<file path="src/rtl/fifo_access_pkg.sv">
// Shared types and helpers for the FIFO access controller: arbiter states,
// output-buffer depth, grant-id width and the round-robin pick function.
package fifo_access_pkg;

  typedef enum logic {IDLE, GRANT} arb_state_e;

  localparam int OB_DEPTH = 2;
  localparam int GID_W    = 3;
  localparam int MAX_REQ  = 8;

  // First set bit of vld at or after ptr, wrapping at n; returns ptr if none set.
  function automatic logic [GID_W-1:0] rr_first(input logic [MAX_REQ-1:0] vld,
                                                input logic [GID_W-1:0]   ptr,
                                                input int                 n);
    logic [GID_W-1:0] pick;
    logic             found;
    int               j;
    pick  = ptr;
    found = 1'b0;
    for (int k = 0; k < MAX_REQ; k++) begin
      j = int'(ptr) + k;
      if (j >= n) j = j - n;
      if (!found && (k < n) && vld[j[2:0]]) begin
        pick  = j[GID_W-1:0];
        found = 1'b1;
      end
    end
    return pick;
  endfunction

endpackage

</file>
<file path="src/rtl/fifo_prefetch_buf.sv">
// Read-side prefetcher: rd_op in cycle N shows on out_data in N+2; at most two
// words committed (buffered + in flight), so out_ready low simply stops reads.
module fifo_prefetch_buf
  import fifo_access_pkg::*;
#(
  parameter int DAT_WIDTH = 32
) (
  input  logic                 clk,
  input  logic                 reset,
  input  logic                 fifo_empty,
  input  logic [DAT_WIDTH-1:0] fifo_rd_data,
  output logic                 fifo_rd_op,
  output logic                 out_valid,
  output logic [DAT_WIDTH-1:0] out_data,
  input  logic                 out_ready
);

  logic [1:0]           ob_cnt_q, ob_cnt_d;
  logic                 rd_pend_q;
  logic [DAT_WIDTH-1:0] ob_q [OB_DEPTH];
  logic [DAT_WIDTH-1:0] ob_d [OB_DEPTH];
  logic                 pop;
  logic [2:0]           committed;

  assign out_valid = (ob_cnt_q != 2'd0);
  assign out_data  = ob_q[0];
  assign pop       = out_valid & out_ready;

  // Words that will occupy the buffer next cycle if no new read is issued.
  assign committed  = {1'b0, ob_cnt_q} + {2'b00, rd_pend_q} - {2'b00, pop};
  assign fifo_rd_op = ~reset & ~fifo_empty & (committed < 3'(OB_DEPTH));

  always_comb begin
    ob_d     = ob_q;
    ob_cnt_d = ob_cnt_q;
    case ({rd_pend_q, pop})
      2'b10: begin
        if (ob_cnt_q == 2'd0) ob_d[0] = fifo_rd_data;
        else                  ob_d[1] = fifo_rd_data;
        ob_cnt_d = ob_cnt_q + 2'd1;
      end
      2'b01: begin
        ob_d[0]  = ob_q[1];
        ob_cnt_d = ob_cnt_q - 2'd1;
      end
      2'b11: begin
        if (ob_cnt_q == 2'd1) begin
          ob_d[0] = fifo_rd_data;
        end else begin
          ob_d[0] = ob_q[1];
          ob_d[1] = fifo_rd_data;
        end
      end
      default: ;
    endcase
  end

  always_ff @(posedge clk or posedge reset) begin
    if (reset) begin
      ob_cnt_q  <= 2'd0;
      rd_pend_q <= 1'b0;
      for (int i = 0; i < OB_DEPTH; i++) ob_q[i] <= '0;
    end else begin
      ob_cnt_q  <= ob_cnt_d;
      rd_pend_q <= fifo_rd_op;
      ob_q      <= ob_d;
    end
  end

endmodule

</file>
<file path="src/rtl/fifo_a64d32_access_ctrl.sv">
// Shares one 64x32 FIFO among NUM_REQ writers (registered round-robin grant, burst hold)
// and streams it out via a 2-deep prefetch; fifo_full gates req_ready, out_ready gates reads.
module fifo_a64d32_access_ctrl
  import fifo_access_pkg::*;
#(
  parameter int NUM_REQ   = 4,
  parameter int DAT_WIDTH = 32,
  parameter int PTR_WIDTH = 6,
  parameter int BURST_LEN = 4
) (
  input  logic                         clk,
  input  logic                         reset,
  input  logic [NUM_REQ-1:0]           req_valid,
  input  logic [NUM_REQ*DAT_WIDTH-1:0] req_data,
  output logic [NUM_REQ-1:0]           req_ready,
  output logic [GID_W-1:0]             grant_id,
  output logic                         grant_act,
  output logic                         fifo_wr_op,
  output logic [DAT_WIDTH-1:0]         fifo_wr_data,
  output logic [DAT_WIDTH-1:0]         fifo_wr_mask,
  input  logic                         fifo_full,
  input  logic                         fifo_empty,
  input  logic [PTR_WIDTH:0]           fifo_entry_used,
  output logic                         fifo_rd_op,
  input  logic [DAT_WIDTH-1:0]         fifo_rd_data,
  input  logic                         fifo_wr_full_err,
  input  logic                         fifo_rd_empty_err,
  output logic                         out_valid,
  output logic [DAT_WIDTH-1:0]         out_data,
  input  logic                         out_ready,
  output logic [1:0]                   err_sticky
);

  localparam logic [3:0] LAST_BEAT = 4'(BURST_LEN - 1);

  arb_state_e           state_q;
  logic [GID_W-1:0]     owner_q, rr_ptr_q;
  logic [3:0]           beat_cnt_q;
  logic                 own_vld;
  logic [DAT_WIDTH-1:0] own_dat;
  logic                 beat;
  logic [GID_W-1:0]     pick;
  logic [GID_W-1:0]     next_ptr;
  logic [1:0]           err_q;
  logic [PTR_WIDTH:0]   entry_used_q;
  logic                 status_unused;

  always_comb begin
    own_vld = 1'b0;
    own_dat = '0;
    for (int i = 0; i < NUM_REQ; i++) begin
      if (owner_q == GID_W'(i)) begin
        own_vld = req_valid[i];
        own_dat = req_data[i*DAT_WIDTH +: DAT_WIDTH];
      end
    end
  end

  assign grant_act = (state_q == GRANT);
  assign grant_id  = owner_q;

  always_comb begin
    req_ready = '0;
    for (int i = 0; i < NUM_REQ; i++)
      req_ready[i] = grant_act && (owner_q == GID_W'(i)) && !fifo_full;
  end

  // A full FIFO can never see a write: the beat itself requires !fifo_full.
  assign beat         = grant_act & own_vld & ~fifo_full;
  assign fifo_wr_op   = beat;
  assign fifo_wr_data = beat ? own_dat : '0;
  assign fifo_wr_mask = '1;

  assign pick     = rr_first(MAX_REQ'(req_valid), rr_ptr_q, NUM_REQ);
  assign next_ptr = (owner_q == GID_W'(NUM_REQ - 1)) ? '0 : owner_q + GID_W'(1);

  always_ff @(posedge clk or posedge reset) begin
    if (reset) begin
      state_q    <= IDLE;
      owner_q    <= '0;
      rr_ptr_q   <= '0;
      beat_cnt_q <= '0;
    end else begin
      case (state_q)
        IDLE: begin
          if (|req_valid) begin
            owner_q    <= pick;
            beat_cnt_q <= '0;
            state_q    <= GRANT;
          end
        end
        GRANT: begin
          if (!own_vld || (beat && (beat_cnt_q == LAST_BEAT))) begin
            rr_ptr_q <= next_ptr;
            state_q  <= IDLE;
          end else if (beat) begin
            beat_cnt_q <= beat_cnt_q + 4'd1;
          end
        end
        default: state_q <= IDLE;
      endcase
    end
  end

  always_ff @(posedge clk or posedge reset) begin
    if (reset) begin
      err_q        <= 2'b00;
      entry_used_q <= '0;
    end else begin
      err_q        <= err_q | {fifo_rd_empty_err, fifo_wr_full_err};
      entry_used_q <= fifo_entry_used;
    end
  end

  assign err_sticky = err_q;
  // Occupancy is kept for status visibility only; nothing consumes it.
  assign status_unused = ^entry_used_q;

  fifo_prefetch_buf #(
    .DAT_WIDTH(DAT_WIDTH)
  ) u_pf (
    .clk         (clk),
    .reset       (reset),
    .fifo_empty  (fifo_empty),
    .fifo_rd_data(fifo_rd_data),
    .fifo_rd_op  (fifo_rd_op),
    .out_valid   (out_valid),
    .out_data    (out_data),
    .out_ready   (out_ready)
  );

endmodule

</file>
<file path="config.mk">
export PLATFORM = sky130hd
export DESIGN_NAME = fifo_a64d32_access_ctrl
export DESIGN_NICKNAME = d
export VERILOG_FILES = /design/src/rtl/fifo_access_pkg.sv /design/src/rtl/fifo_prefetch_buf.sv /design/src/rtl/fifo_a64d32_access_ctrl.sv
export SDC_FILE = /design/constraint.sdc
export NUM_CORES = 1
export LEC_CHECK = 0
export ABC_AREA = 1
export ABC_CLOCK_PERIOD_IN_PS = 3800
export CAP_MARGIN = 20
export CORE_UTILIZATION = 43
export CTS_BUF_LIST = sky130_fd_sc_hd__clkbuf_4 sky130_fd_sc_hd__clkbuf_8
export CTS_CLUSTER_SIZE = 16
export DETAILED_ROUTE_END_ITERATION = 6
export PLACE_DENSITY = 0.86
export REMOVE_ABC_BUFFERS = 1
export SLEW_MARGIN = 20
export SYNTH_ARGS = -nofsm -noshare
export SYNTH_HDL_FRONTEND = slang
export SYNTH_HIERARCHICAL = 1
export SYNTH_SLANG_ARGS = --single-unit
</file>
<file path="constraint.sdc">
create_clock -name clk -period 3.8 [get_ports clk]
set_clock_uncertainty 0.05 [all_clocks]
set_input_delay 0.57 -clock clk [delete_from_list [all_inputs] [get_ports clk]]
set_output_delay 0.57 -clock clk [all_outputs]
set_load 0.01 [all_outputs]
</file>
Word level (Yosys, flattened, before mapping):

Index checks and enable logic that the tools add are counted.

* $add $sub $neg: 13
* equal/unequal tests: 14
* reduce and logical (&&, ||, !) cells: 30
* multiplexer cells: 43
* magnitude comparators: 9
* bitwise gates (word level): 10

Operators with widths (number)
* 32-bit two-way mux: 9
* 32-bit one-hot mux with 3 select lines: 1
* 32-bit one-hot mux with 2 select lines: 1
* 3-bit two-way mux: 9
* 3-bit by 4-bit < comparator with 1-bit output (second input constant): 4
* 1-bit two-way mux: 13
* 1-bit binary-select mux with 3-bit select: 4
* 4-bit by 3-bit >= comparator with 1-bit output (second input constant): 3
* 1-bit logical AND: 12
* 4-bit two-way mux: 3
* 3-bit subtractor (second input constant): 4
* 3-bit by 2-bit adder with 4-bit output (second input constant): 2
* 2-bit != test (second input constant): 4
* 4-bit one-hot mux with 2 select lines: 1
* 3-bit by 2-bit == test with 1-bit output (second input constant): 2
* 2-bit AND reduction: 3
* 3-bit AND reduction: 2
* 2-bit nonzero test: 3
* 1-bit bitwise AND: 5
* 1-bit zero test: 5
* 3-bit by 1-bit adder with 4-bit output (second input constant): 1
* 4-bit by 1-bit adder with 4-bit output (second input constant): 1
* 2-bit by 1-bit == test with 1-bit output (second input constant): 2
* 2-bit == test (second input constant): 2
* other kinds (19): 23

* input bits: 178
* register bits: 80
* logic and storage cells: 128

Depth between registers and ports, before layout:

* depth after elaboration: 14
* mapped depth: 13
* mapped depth without buffers: 12

Modules after synthesis:

Netlist, hierarchy kept.

Modules (own cells, without submodules)
* fifo_prefetch_buf: times used 1, seq. area each 1676.6 um^2, area an instance 3440.8 um^2, cells each 444
* fifo_a64d32_access_ctrl: times used 1, seq. area each 325.3 um^2, area an instance 2572.5 um^2, cells each 435

Least setup slack after synthesis:

No wires, ideal clock.

* path kind: input -> output
* from: in reset
* to: out fifo_rd_op
* stages: 3
* data required time: 3.180 ns
* setup slack: 0.709 ns
* arrival: 2.471 ns
* path buffers: 0
* path through: inv_1 > nand2_1 > nor3_1

* longest elaborated chain between the ends: 3

Ends and longest elaborated chain
* from (decl): line fifo_a64d32_access_ctrl.sv:12 `input logic reset,`
* 1-bit inverter: line fifo_prefetch_buf.sv:31 `assign fifo_rd_op = ~reset & ~fifo_empty & (committed < 3'(OB_DEPTH));`
* 1-bit bitwise AND (2 in a row): line fifo_prefetch_buf.sv:31
* to (decl): line fifo_a64d32_access_ctrl.sv:24 `output logic fifo_rd_op,`

No other way between the ends.

Worst setup path after layout:

* from: reg u_pf.ob_cnt_q[1]
* to: out fifo_rd_op

* longest elaborated chain between the ends: 5

Ends and longest elaborated chain
* from (decl): line fifo_prefetch_buf.sv:18 `logic [1:0] ob_cnt_q, ob_cnt_d;`
* from (signal assigned): line fifo_prefetch_buf.sv:64 `ob_cnt_q <= ob_cnt_d;`
* parallel branches: the longest is 2 deep, another holds 2-bit by 1-bit adder with 3-bit output
* 3-bit by 1-bit subtractor with 3-bit output (*): line fifo_prefetch_buf.sv:30 `assign committed = {1'b0, ob_cnt_q} + {2'b00, rd_pend_q} - {2'b00, pop};`
* 3-bit by 2-bit < comparator with 1-bit output (*): line fifo_prefetch_buf.sv:31
* 1-bit bitwise AND (*): line fifo_prefetch_buf.sv:31

Mark *: on every way between the ends.

==> results list <==
* Area added between synthesis and finish: 38.4%
* Period Utilization, post-route: 0.934
* Clock Path Buffers: 2
- Wire length of the first global-routing pass: 30.8 mm
* FFs w/ async S/R, synth: 1.00
* Total via count in the routed design: 6341
- Among all stages on the critical path, the largest delay is contributed by sky130_fd_sc_hd__fa_1.
* Setup repair after global routing missed its margin: no
- Setup slack after layout: 0.249 ns
* Crit Path Category: register to primary output
- Total number of nets in the final design: 1252
- Routed length per placed instance: 16.0 um
- Yosys instantiated no cell more often than sky130_fd_sc_hd__nand2_1.
- Warnings from Yosys: 6
- CTS buffer count: 9
- Arrival @ worst endpoint: 2.93 ns
- Worst ir drop on vdd: 370 uV
- The tree is rooted in a sky130_fd_sc_hd__clkbuf_8.
* List of cells traversed by the critical path: inv_1 > ha_1 > inv_2 > nand2_2 > inv_1 > ha_1 > or2_2 > fa_1 > nand2_1 > nor3_1 > dlygate4sd2_1
* Gate count after technology mapping: 879
* Share of the yosys chip area belonging to registers: 0.333
- For the worst setup path, the data required time is 3.18 ns.
- In this run the worst path has a maximum fanout of 4.
- Finish-stage setup viols: 0
- Top cells by instance count after synthesis: sky130_fd_sc_hd__nand2_1 (328), sky130_fd_sc_hd__nand3_1 (149), sky130_fd_sc_hd__dfrtp_1 (80)
- Hold Path Class: register to register
* Synth area leaders: sky130_fd_sc_hd__dfrtp_1 (33%), sky130_fd_sc_hd__nand2_1 (20%), sky130_fd_sc_hd__nand3_1 (12%)
- The largest single stage delay on the critical path is 0.48 ns.
- Final hold violation count: 0
* Largest area contributor in the netlist: sky130_fd_sc_hd__dfrtp_1
- Number of H-tree branching levels: 3
- Total power density per cell area: 742 mW/mm2
- For this run, the total global-route usage over all layers was measured as 0.273.
- A synthesized cell averages 6.84 um2.
- Post-route setup TNS: 0 ns
- Number of top-level pins: 287
* Initial core utilization: 0.447
- Timing would allow up to 0.282 GHz.
* Die Area: 0.0145 mm2
- Slew at the pin closest to its max-slew limit: 0.945 ns
- Max-cap violations in this run came to 0.
- Summing internal, switching and leakage power gives 6.18 mW.
- Number of register bits inferred by synthesis: 80
- Antenna violations before repair: 1
- In this run the post-CTS setup repair buffer count came out at 0.
- Dominant register cell in the synthesized netlist: sky130_fd_sc_hd__dfrtp_1
* P_leak: 4.05 nW
- The congestion estimate from routability-driven global placement came to 0.885.
- Of the cells placed in the final design, the portion with a size suffix greater than 1 is 0.0685.
* Clock transition at the registers of the reported paths: 0.09 ns
- After detailed placement, the design holds a cell count of 1226.
* Routed via count divided by cell count: 5.10
* Worst path top cell family by delay: adder cells
- Later-pin clock latency in the skew report: 0.35 ns
- After layout, the minimum clock period comes to 3.55 ns.
* Die width: 120 um
* Hpwl dp: 14.7 mm
- Unique masters post-synth: 30
- In this run the cell area of the synthesized design comes to 0.00601 mm2.
* Post-synth top area share: 0.333
- After the flow finishes, the layout carries non-filler instances totaling 1243.
- Count of antenna-violating nets left after detailed routing: 0
- Number of enable flip-flop cells after synthesis: 0
- Iteration-0 DRC count of the detailed router: 570
* Number of core rows: 42
- The final-report max-slew violation count came to 0.
- Total routed wirelength: 19.9 mm
- Post-placement worst setup slack: 0.0986 ns
- Pre-antenna DRT Iters: 5
- Area of the core region: 0.0135 mm2
* CP Capture Type: primary output
- DRC: 0
* CP bufs+invs: 4
- Number of buffers inserted by port buffering: 247
* Outcome: complete, no violations
- Sink Count: 80
- Entering global routing, the biggest net connects 68 pins.
* Startpoint type of the worst setup path: register
- Measured against its own limit, the worst slew margin works out to 0.368.
- The die is 120 um tall.
- CTS tree: done
- Global routing finished with a remaining overflow of 0.
- Number of global-route vias before repair: 5707
## per-stage QoR
stage	util	cell area, um2	hold slack (ns)
after floorplan	-	5320	0.392
after global placement	0.605	8140	0.403
after detailed placement	0.605	8140	0.401
after CTS	0.619	8320	0.424
after global routing	0.619	8320	0.444
final	0.619	8320	0.422
## area by class of cell
cell class              count  area [um2]
fillers                  1242        5130
multi-input cells         681        3210
repair buffers            260        2590
flip-flops and latches     80        2000
well taps                 176         220
clock buffers               9         124
inverters                  29         114
clock inverters             7        61.3
diodes                      1        2.50
## report_power, final
part | internal, mW | switching, mW | total (mW)
clock network | 0.249 | 0.345 | 0.593
registers | 1.22 | 0.258 | 1.48
logic | 1.65 | 2.45 | 4.10
## placed cells by master, fill, tap and decap left out, drive strengths merged
cell type and n:
a21oi 1, buf 13, clkbuf 9, clkdlybuf4s50 246, clkinv 2, clkinvlp 2, conb 32, dfrtp 80
diode 1, dlygate4sd2 1, fa 1, ha 12, inv 32, nand2 348, nand3 153, nand3b 1
nand4 3, nor2 48, nor3 1, nor4 1, o211ai 32, o21ai 39, or2 4, xnor2 3
xor2 2
## worst reg2reg max path: cells and delay by family, from the launching register on
| family | cells | cell delay (ns) |
|---|---|---|
| fa+ha+maj | 2 | 0.43 |
| buf+inv | 4 | 0.57 |
| simple gates | 6 | 1.05 |
| flops | 1 | 0.44 |
## flip-flops by register name, summed over array words and instances, names as in the netlist
| signal | count |
|---|---|
| err_sticky | 2 |
| grant_act | 1 |
| rr_ptr_q | 3 |
| u_pf/out_data | 32 |
| beat_cnt_q | 4 |
| u_pf/ob_q | 32 |
| grant_id | 3 |
| u_pf/rd_pend_q | 1 |
| u_pf/ob_cnt_q | 2 |
## routing by layer
layer  global-route usage  vias up  wire, um
met1                0.345     2914      8090
met4               0.0741        0       398
met5                    0        -         0
met3               0.0434       28      1370
li1                     -     3120         -
met2                0.480      279     10000
## what timing repair did
item	in CTS	in global routing
resized for setup	1	0
endpoints found under the setup margin	1	0
hold buffers	0	0
## worst paths after layout
check / from / to / slack, ns / cells past startpoint
min in group asynchronous: reset / beat_cnt_q[3] / 0.56 / 2
hold reg to reg: err_sticky[0] / err_sticky[0] / 0.42 / 1
setup / recovery: u_pf/ob_cnt_q[1] / fifo_rd_op / 0.25 / 11
setup reg to reg: u_pf/ob_cnt_q[1] / u_pf/ob_q[24] / 1.19 / 12
hold / removal: err_sticky[0] / err_sticky[0] / 0.42 / 1
max in group asynchronous: reset / u_pf/out_data[8] / 2.32 / 3
## logic make-up (layout without fill, tap and decap cells)
family          count (synthesis)  in the layout  synth area share
simple gates                  559            559             0.402
other cells                     1             33          0.000624
compound gates                 72             72            0.0757
buf+inv                       149            305             0.154
flops                          80             80             0.333
xor+xnor                        5              5           0.00728
fa+ha+maj                      13             13            0.0283
No activity file was read; power rests on OpenSTA's default activity.
